`config.mk`:
```
export PLATFORM = sky130hd
export DESIGN_NAME = gpsreceiver2_packer
export DESIGN_NICKNAME = d
export VERILOG_FILES = /design/src/rtl/gpsreceiver2_packer.sv
export SDC_FILE = /design/constraint.sdc
export NUM_CORES = 1
export LEC_CHECK = 0
export ABC_AREA = 1
export BUFFER_PORTS_ARGS = -buffer_cell sky130_fd_sc_hd__clkbuf_2
export CAP_MARGIN = 5
export CORE_UTILIZATION = 40
export CTS_BUF_LIST = sky130_fd_sc_hd__clkbuf_8
export CTS_CLUSTER_SIZE = 12
export DETAILED_ROUTE_END_ITERATION = 16
export PLACE_DENSITY = 0.59
export SETUP_SLACK_MARGIN = 0.1
export SLEW_MARGIN = 15
export SYNTH_ARGS = -nofsm -noshare
export SYNTH_HDL_FRONTEND = slang
export SYNTH_SLANG_ARGS = --single-unit
```
`constraint.sdc`:
```
create_clock -name sys_clk -period 3.1 [get_ports sys_clk]
set_input_delay 0.62 -clock sys_clk [delete_from_list [all_inputs] [get_ports sys_clk]]
set_output_delay 0.62 -clock sys_clk [all_outputs]
set_load 0.02 [all_outputs]
```
`src/rtl/gpsreceiver2_packer.sv`:
```
`default_nettype none
// ============================================================================
// gpsreceiver2_packer
//   Packs front-end sample bits LSB-first into bytes and writes them to a
//   two-half sample buffer with per-half full flags and a sticky overrun.
//   Optional sync alignment: GPSRECEIVER2_SYNC_ALIGN_EN
//   Rev 1.0 - initial release
// ============================================================================
module gpsreceiver2_packer #(
    parameter int ADR_W = 11
) (
    input  logic             sys_clk,
    input  logic             sys_rst,
    input  logic             sample_stb,
    input  logic             sample_bit,
    input  logic             sample_sync,
    input  logic             enable,
    input  logic             clear,
    input  logic [1:0]       half_ack,
    output logic [7:0]       rxb_dat,
    output logic [ADR_W-1:0] rxb_adr,
    output logic             rxb_we,
    output logic [ADR_W-1:0] rx_count,
    output logic [1:0]       half_pending,
    output logic             overflow
);

    localparam logic [ADR_W-1:0] c_LO_LAST = {1'b0, {(ADR_W-1){1'b1}}};
    localparam logic [ADR_W-1:0] c_HI_LAST = {ADR_W{1'b1}};

`ifdef GPSRECEIVER2_SYNC_ALIGN_EN
    typedef enum logic [1:0] {
        S_IDLE      = 2'd0,
        S_WAIT_SYNC = 2'd1,
        S_PACK      = 2'd2
    } state_t;
`else
    typedef enum logic [1:0] {
        S_IDLE = 2'd0,
        S_PACK = 2'd2
    } state_t;
    logic w_unused_sync;
    assign w_unused_sync = sample_sync;
`endif

    state_t           r_state;
    logic [2:0]       r_bitcnt;
    logic [7:0]       r_shift;
    logic [7:0]       r_dat;
    logic             r_we;
    logic [ADR_W-1:0] r_adr;
    logic [ADR_W-1:0] r_count;
    logic [1:0]       r_pend;
    logic             r_ovf;

    always_ff @(posedge sys_clk) begin
        if (!sys_rst) begin
            r_state  <= S_IDLE;
            r_bitcnt <= 3'd0;
            r_shift  <= 8'd0;
            r_dat    <= 8'd0;
            r_we     <= 1'b0;
            r_adr    <= '0;
            r_count  <= '0;
            r_pend   <= 2'b00;
            r_ovf    <= 1'b0;
        end else if (clear) begin
            r_state  <= S_IDLE;
            r_bitcnt <= 3'd0;
            r_we     <= 1'b0;
            r_adr    <= '0;
            r_count  <= '0;
            r_pend   <= 2'b00;
            r_ovf    <= 1'b0;
        end else begin
            r_we   <= 1'b0;
            r_pend <= r_pend & ~half_ack;

            // Bookkeeping for the byte on the bus this cycle; set beats ack.
            if (r_we) begin
                r_adr   <= r_adr + 1'b1;
                r_count <= r_count + 1'b1;
                if (r_adr == c_LO_LAST) begin
                    r_pend[0] <= 1'b1;
                    if (r_pend[0]) r_ovf <= 1'b1;
                end
                if (r_adr == c_HI_LAST) begin
                    r_pend[1] <= 1'b1;
                    if (r_pend[1]) r_ovf <= 1'b1;
                end
            end

            if (!enable) begin
                r_state  <= S_IDLE;
                r_bitcnt <= 3'd0;
            end else begin
                case (r_state)
                    S_IDLE: begin
                        r_bitcnt <= 3'd0;
`ifdef GPSRECEIVER2_SYNC_ALIGN_EN
                        r_state  <= S_WAIT_SYNC;
`else
                        r_state  <= S_PACK;
`endif
                    end
`ifdef GPSRECEIVER2_SYNC_ALIGN_EN
                    S_WAIT_SYNC: begin
                        if (sample_stb && sample_sync) begin
                            r_shift  <= {sample_bit, r_shift[7:1]};
                            r_bitcnt <= 3'd1;
                            r_state  <= S_PACK;
                        end
                    end
`endif
                    S_PACK: begin
                        if (sample_stb) begin
                            r_shift  <= {sample_bit, r_shift[7:1]};
                            r_bitcnt <= r_bitcnt + 3'd1;
                            if (r_bitcnt == 3'd7) begin
                                r_dat <= {sample_bit, r_shift[7:1]};
                                r_we  <= 1'b1;
                            end
                        end
                    end
                    default: r_state <= S_IDLE;
                endcase
            end
        end
    end

    // Gate the strobe so a reset landing on a write cycle never reaches the RAM.
    assign rxb_we       = r_we & sys_rst;
    assign rxb_dat      = r_dat;
    assign rxb_adr      = r_adr;
    assign rx_count     = r_count;
    assign half_pending = r_pend;
    assign overflow     = r_ovf;

endmodule
`default_nettype wire

```
==> results of run 1 <==
## layout make-up
| type | count | area, sq um |
|---|---|---|
| Clock inverter | 1 | 5.00 |
| Inverter | 30 | 118 |
| Clock buffer | 7 | 96.3 |
| Timing Repair Buffer | 42 | 213 |
| Multi-Input combinational cell | 167 | 807 |
| Fill cell | 459 | 2180 |
| Tap cell | 52 | 65.1 |
| Sequential cell | 45 | 901 |
## sequential cells by signal, summed over array words and instances, names as in the netlist
name and cells:
rxb_dat 8, rx_count 11, overflow 1, rxb_adr 11
r_state 1, r_shift 7, r_bitcnt 3, r_we 1
half_pending 2
## cells in the mapped netlist
cell type,number,share of area [%]
sky130_fd_sc_hd__nand2_1,48,9.8
sky130_fd_sc_hd__dfxtp_1,45,49
sky130_fd_sc_hd__nor2_1,37,7.5
sky130_fd_sc_hd__a21oi_1,26,7.1
sky130_fd_sc_hd__inv_1,26,5.3
sky130_fd_sc_hd__nand3_1,12,3.3
sky130_fd_sc_hd__o21ai_0,11,3.0
sky130_fd_sc_hd__nor3_1,7,1.9
sky130_fd_sc_hd__o21ai_1,5,1.4
sky130_fd_sc_hd__ha_1,4,2.7
sky130_fd_sc_hd__inv_2,3,0.61
sky130_fd_sc_hd__nor2_2,3,1.0
sky130_fd_sc_hd__buf_2,2,0.54
sky130_fd_sc_hd__nand4_1,2,0.68
sky130_fd_sc_hd__nor4_1,2,0.68
sky130_fd_sc_hd__xnor2_1,2,0.95
sky130_fd_sc_hd__a31oi_1,1,0.34
sky130_fd_sc_hd__and3_1,1,0.34
sky130_fd_sc_hd__clkbuf_1,1,0.20
sky130_fd_sc_hd__clkbuf_2,1,0.27
sky130_fd_sc_hd__clkinv_4,1,0.47
sky130_fd_sc_hd__nand2_2,1,0.34
sky130_fd_sc_hd__nand2_4,1,0.61
sky130_fd_sc_hd__nand3b_1,1,0.41
sky130_fd_sc_hd__nor3_2,1,0.54
sky130_fd_sc_hd__nor3_4,1,0.88
sky130_fd_sc_hd__o21a_1,1,0.41
## cell families after synthesis
group                      count (synthesis)  share of synthesized area (%)
and+or+nand+nor                          117                           28.0
xor gates and xnor gates                   2                          0.950
buffers and inverters                     34                           7.39
DFF                                       45                           48.8
AOI/OAI and AO/OA                         44                           12.1
adders and majority gates                  4                           2.71
## routing by layer
metal	up-vias	global-route usage, %	wire, um
met5	-	0	0
met4	0	8.22	74
met1	717	22.0	1880
met2	41	23.8	1460
li1	885	-	-
met3	7	4.04	180
## where the power goes
group	internal (W)	switching (W)
registers	0.000579	0.00000102
logic	0.00000843	0.0000177
clock network	0.000201	0.000189
## path summary, 6_finish.rpt
check / startpoint / endpoint / slack, ps / cells past startpoint
min: r_bitcnt[1] / r_bitcnt[1] / 460 / 2
max: r_we / rxb_we / 1280 / 3
max reg2reg: r_we / rxb_adr[9] / 1480 / 6
min reg2reg: r_bitcnt[1] / r_bitcnt[1] / 460 / 2
## through the flow
stage          utilization, %  area, sq um  cells  hold WS, ps  total power (W)
2_1_floorplan               -         1840    246          430         0.000610
3_3_place_gp             48.0         2100    336          453         0.000620
3_5_place_dp             48.0         2100    336          457         0.000620
4_1_cts                  50.3         2200    344          468          0.00102
5_1_grt                  50.3         2200    344          493          0.00104
6_report                 50.3         2200    344          462         0.000996
## critical path, cell delays in order, from the launching register on
cell	delay (ps)
sky130_fd_sc_hd__dfxtp_1	590
sky130_fd_sc_hd__nand2_1	100
sky130_fd_sc_hd__inv_1	70
sky130_fd_sc_hd__clkbuf_2	160
==> impl_metrics.ini, run 1 <==
[clocking]
insertion_delay_to_the_later_sink_of_the_worst_skew_pair_ps = 290
numCtsBuffers = 5
cts_post_setup_buffers_inserted = 0
numClockSinks = 45
cts_tree = yes
cts_htree_levels = 2
postCtsHoldBufs = 0
post_cts_resized = 0
max-clock-path-buffers = 2
clk_transition_reported_paths_ps = 80
clock-root-buffer = sky130_fd_sc_hd__clkbuf_8

[floorplanning]
design.portCount = 43
core-area_sq_um = 4380
core.rowCount = 24
initial_core_util_pct = 42.1
die_height_um = 69.9
die_area_sq_um = 4890
die_w_um = 69.9

[worst_setup_path]
worstSetupStartpointType = register
worstPathRequired_ps = 2480
crit_path_end_kind = primary output
crit_path_max_fanout = 12
worst_ep_arrival_time_ps = 1200
worstSetupPathType = reg2out

[global_routing]
antenna_found_initial = 0
remaining_overflow_grt = 0
vias_in_the_first_global_route = 1458
maximum_number_of_pins_on_one_net_before_global_route_repair = 15
grt.total_usage_pct = 16.2
grt_first_pass_wirelength_um = 6380

[timing]
final.min_clock_period_ps = 1820
timing.final.crit_share_pct = 58.8
fin_worst_skew_ps = 5.95
fin_setup_tns_ps = 0
clock.fmax_ghz = 0.548
slew_headroom_pct = 71.3
final-hold-violation-count = 0
timing.final.ws_setup_ps = 1280
rsz0062_at_grt = no
final-max-slew-violation-count = 0
worst_slew_pin_slew_ps = 430
report.final.setup_viol = 0

[drt]
drt_first_iter_violations = 75
drt.antenna.violating_nets = 0
route.detailed.vias_per_inst = 4.80
routed_wire_length_per_instance_um = 10.4
drt_drc_violations_left = 0
detail_route.wirelength_um = 3590
num_vias = 1650
firstDrtPassIters = 4

[synthesis]
syn-num-nets = 259
synth-seq-cells = 45
syn-cell-area_sq_um = 1840
synth_sequential_area_ratio_pct = 48.8
synth-warning-count = 0
synthesis.area_per_instance_sq_um = 7.50
ys_types = 27
postSynthCellCount = 246

[placement]
placement.io_buffers = 41
detailedPlace.worstSlack_ps = 1230
globalplace.congestion = 0.728
place_hpwl_um = 2620

[worst_hold_path]
timing.hold.worst.class = reg2reg

[power_and_ir_drop]
peakVddDrop_mv = 0.234
power-per-cell-area_nw_per_um2 = 452
power.leakage_nw = 0.964

[cells_and_area]
layout.nets = 304
layout-area-overhead-vs-synth_pct = 19.5
diodes = 0
most_common_library_cell_in_the_layout_ignoring_fill_and_taps = sky130_fd_sc_hd__nand2_1
mostFrequentLayoutCells = sky130_fd_sc_hd__nand2_1 (48), sky130_fd_sc_hd__dfxtp_1 (45), sky130_fd_sc_hd__clkbuf_2 (41), sky130_fd_sc_hd__nor2_1 (37)
layout-drive-gt1-share_pct = 20.9

[flow_run]
maxCapViolCount = 0

[status]
status = completed
Note: power is estimated with default switching activity, not from simulation.
==> inputs of run 2 (changes only) <==
--- a/config.mk
+++ b/config.mk
@@ -12,7 +12,7 @@
 export CTS_BUF_LIST = sky130_fd_sc_hd__clkbuf_8
 export CTS_CLUSTER_SIZE = 12
 export DETAILED_ROUTE_END_ITERATION = 16
-export PLACE_DENSITY = 0.59
+export PLACE_DENSITY = 0.62
 export SETUP_SLACK_MARGIN = 0.1
 export SLEW_MARGIN = 15
 export SYNTH_ARGS = -nofsm -noshare
==> constraint.sdc (replaced) <==
create_clock -name sys_clk -period 1.5 [get_ports sys_clk]
set_input_delay 0.3 -clock sys_clk [delete_from_list [all_inputs] [get_ports sys_clk]]
set_output_delay 0.3 -clock sys_clk [all_outputs]
set_load 0.02 [all_outputs]
==> run 2 against run 1 <==
Effect of this change: sequential share of layout area down 0.51 points; largest power group unchanged; clock power up 88%; combinational power rose by 120%; worst setup slack lost 1100 ps; non-clock buffer count is 4 higher; register-to-register slack worse by 1300 ps; hold slack got worse by 210 ps; design area increased by 1.5%; sequential power is 110% higher; routed wire length grew 4.2%; global-route usage up 0.63 points; first-iteration DRC count is 4.0% lower.
==> impl_metrics.ini, run 2 (same netlist as run 1, synthesis figures left out) <==
[status]
status = completed

[placement]
globalplace.congestion = 0.770
place_hpwl_um = 2730
place_inst = 340
placement.io_buffers = 41

[drt]
topRoutingLayerUsed = met4
firstDrtPassIters = 4
wl_met3_um = 215
drt_drc_violations_left = 0
sum_of_met2_wire_segment_lengths_after_detailed_routing_um = 1580
drt.antenna.violating_nets = 0
routed_wire_length_per_instance_um = 10.8
drt_first_iter_violations = 72
num_vias = 1676
route.detailed.vias_per_inst = 4.83
drt-met1-wl_um = 1900
detail_route.wirelength_um = 3740

[cells_and_area]
post-route-util_pct = 51.1
most_common_library_cell_in_the_layout_ignoring_fill_and_taps = sky130_fd_sc_hd__nand2_1
diodes = 0
layout-drive-gt1-share_pct = 24.1
layout.nets = 308
layout.cells.non_filler = 347
layout-area-overhead-vs-synth_pct = 21.4
mostFrequentLayoutCells = sky130_fd_sc_hd__nand2_1 (47), sky130_fd_sc_hd__dfxtp_1 (43), sky130_fd_sc_hd__clkbuf_2 (41), sky130_fd_sc_hd__nor2_1 (35)

[worst_setup_path]
timing.critical_path.buf_inv = 0
timing.critical_path.cells = ha_1 -> and3_1 -> nand2_2 -> nor2_2 -> nand2_1 -> nand2_1 -> nor2_1
cp_peak_stage_delay_ps = 370
worst_ep_arrival_time_ps = 1490
worstSetupPathType = reg2reg
cp_launch_point = rxb_adr[0]
crit_path_end_kind = register
path_delay_family = simple AND/OR/NAND/NOR gates
crit_slowest_cell = sky130_fd_sc_hd__dfxtp_2
worstSetupStartpointType = register
worstPathRequired_ps = 1690
crit_path_max_fanout = 5
timing.critical_path.mode_cell = sky130_fd_sc_hd__nand2_1
critical_path.reg2reg.startpoint = rxb_adr[0]

[timing]
final-max-slew-violation-count = 0
report.final.setup_viol = 0
worst_slew_pin_slew_ps = 290
timing.final.crit_share_pct = 86.3
fin_worst_skew_ps = 5.75
rsz0062_at_grt = yes
final.min_clock_period_ps = 1290
fin_setup_tns_ps = 0
final-hold-violation-count = 0
slew_headroom_pct = 80.6
clock.fmax_ghz = 0.773

[clocking]
numClockSinks = 45
post_cts_resized = 0
clock-root-buffer = sky130_fd_sc_hd__clkbuf_8
cts_tree = yes
cts_htree_levels = 2
max-clock-path-buffers = 2
numCtsBuffers = 5
cts_post_setup_buffers_inserted = 0
insertion_delay_to_the_later_sink_of_the_worst_skew_pair_ps = 290
clk_transition_reported_paths_ps = 80
postCtsHoldBufs = 0

[power_and_ir_drop]
power.total_w = 0.00199
peakVddDrop_mv = 0.762
power.leakage_nw = 0.975
power-per-cell-area_nw_per_um2 = 889

[floorplanning]
initial_core_util_pct = 42.1
die_w_um = 69.9
core.rowCount = 24
design.portCount = 43
die_height_um = 69.9
core-area_sq_um = 4380
die_area_sq_um = 4890

[global_routing]
remaining_overflow_grt = 0
antenna_found_initial = 0
maximum_number_of_pins_on_one_net_before_global_route_repair = 14
vias_in_the_first_global_route = 1505
grt.total_usage_pct = 16.9
grt_first_pass_wirelength_um = 6580

[flow_run]
maxCapViolCount = 0

[worst_hold_path]
worst_hold_startpoint = sample_bit
timing.hold.worst.class = in2reg
[run 2: metrics by stage]
stage               hold slack (ps)  area (sq um)  setup slack [ps]
floorplan                       430          1840               135
global placement                453          2130               169
detailed placement              456          2130               153
CTS                             247          2220               132
global route                    260          2240              85.7
finish                          251          2240               206
[run 2: final timing paths]
check,end,slack (ps),cells past startpoint
worst min-delay path,r_shift[7],250,3
worst max register to register,rxb_adr[10],210,7
worst min register to register,r_bitcnt[1],460,2
worst max-delay path,rxb_adr[10],210,7
[run 2: per-layer routing]
| metal | track usage (%) | up-vias |
|---|---|---|
| met5 | 0 | - |
| met4 | 6.67 | 0 |
| met3 | 5.19 | 5 |
| met2 | 24.9 | 39 |
| met1 | 23.0 | 734 |
| li1 | - | 898 |
[run 2: area by class of cell]
| cell class | count | area [sq um] |
|---|---|---|
| clock buffers | 6 | 82.6 |
| clock inverters | 1 | 3.75 |
| fillers | 451 | 2150 |
| inverters | 30 | 118 |
| multi-input cells | 167 | 823 |
| flip-flops and latches | 45 | 903 |
| well taps | 52 | 65.1 |
| repair buffers | 46 | 243 |
[run 2: report_power, final]
group	switching, W	internal [W]	total, W
clock network	0.000376	0.000359	0.000735
logic	0.0000374	0.0000194	0.0000568
registers	0.00000212	0.00120	0.00120
total	0.000415	0.00157	0.00199
[run 2: tightest hold or removal path, stage by stage]
cell	delay (ps)
sky130_fd_sc_hd__clkbuf_2	70
sky130_fd_sc_hd__nor2_1	50
sky130_fd_sc_hd__nor2_1	80
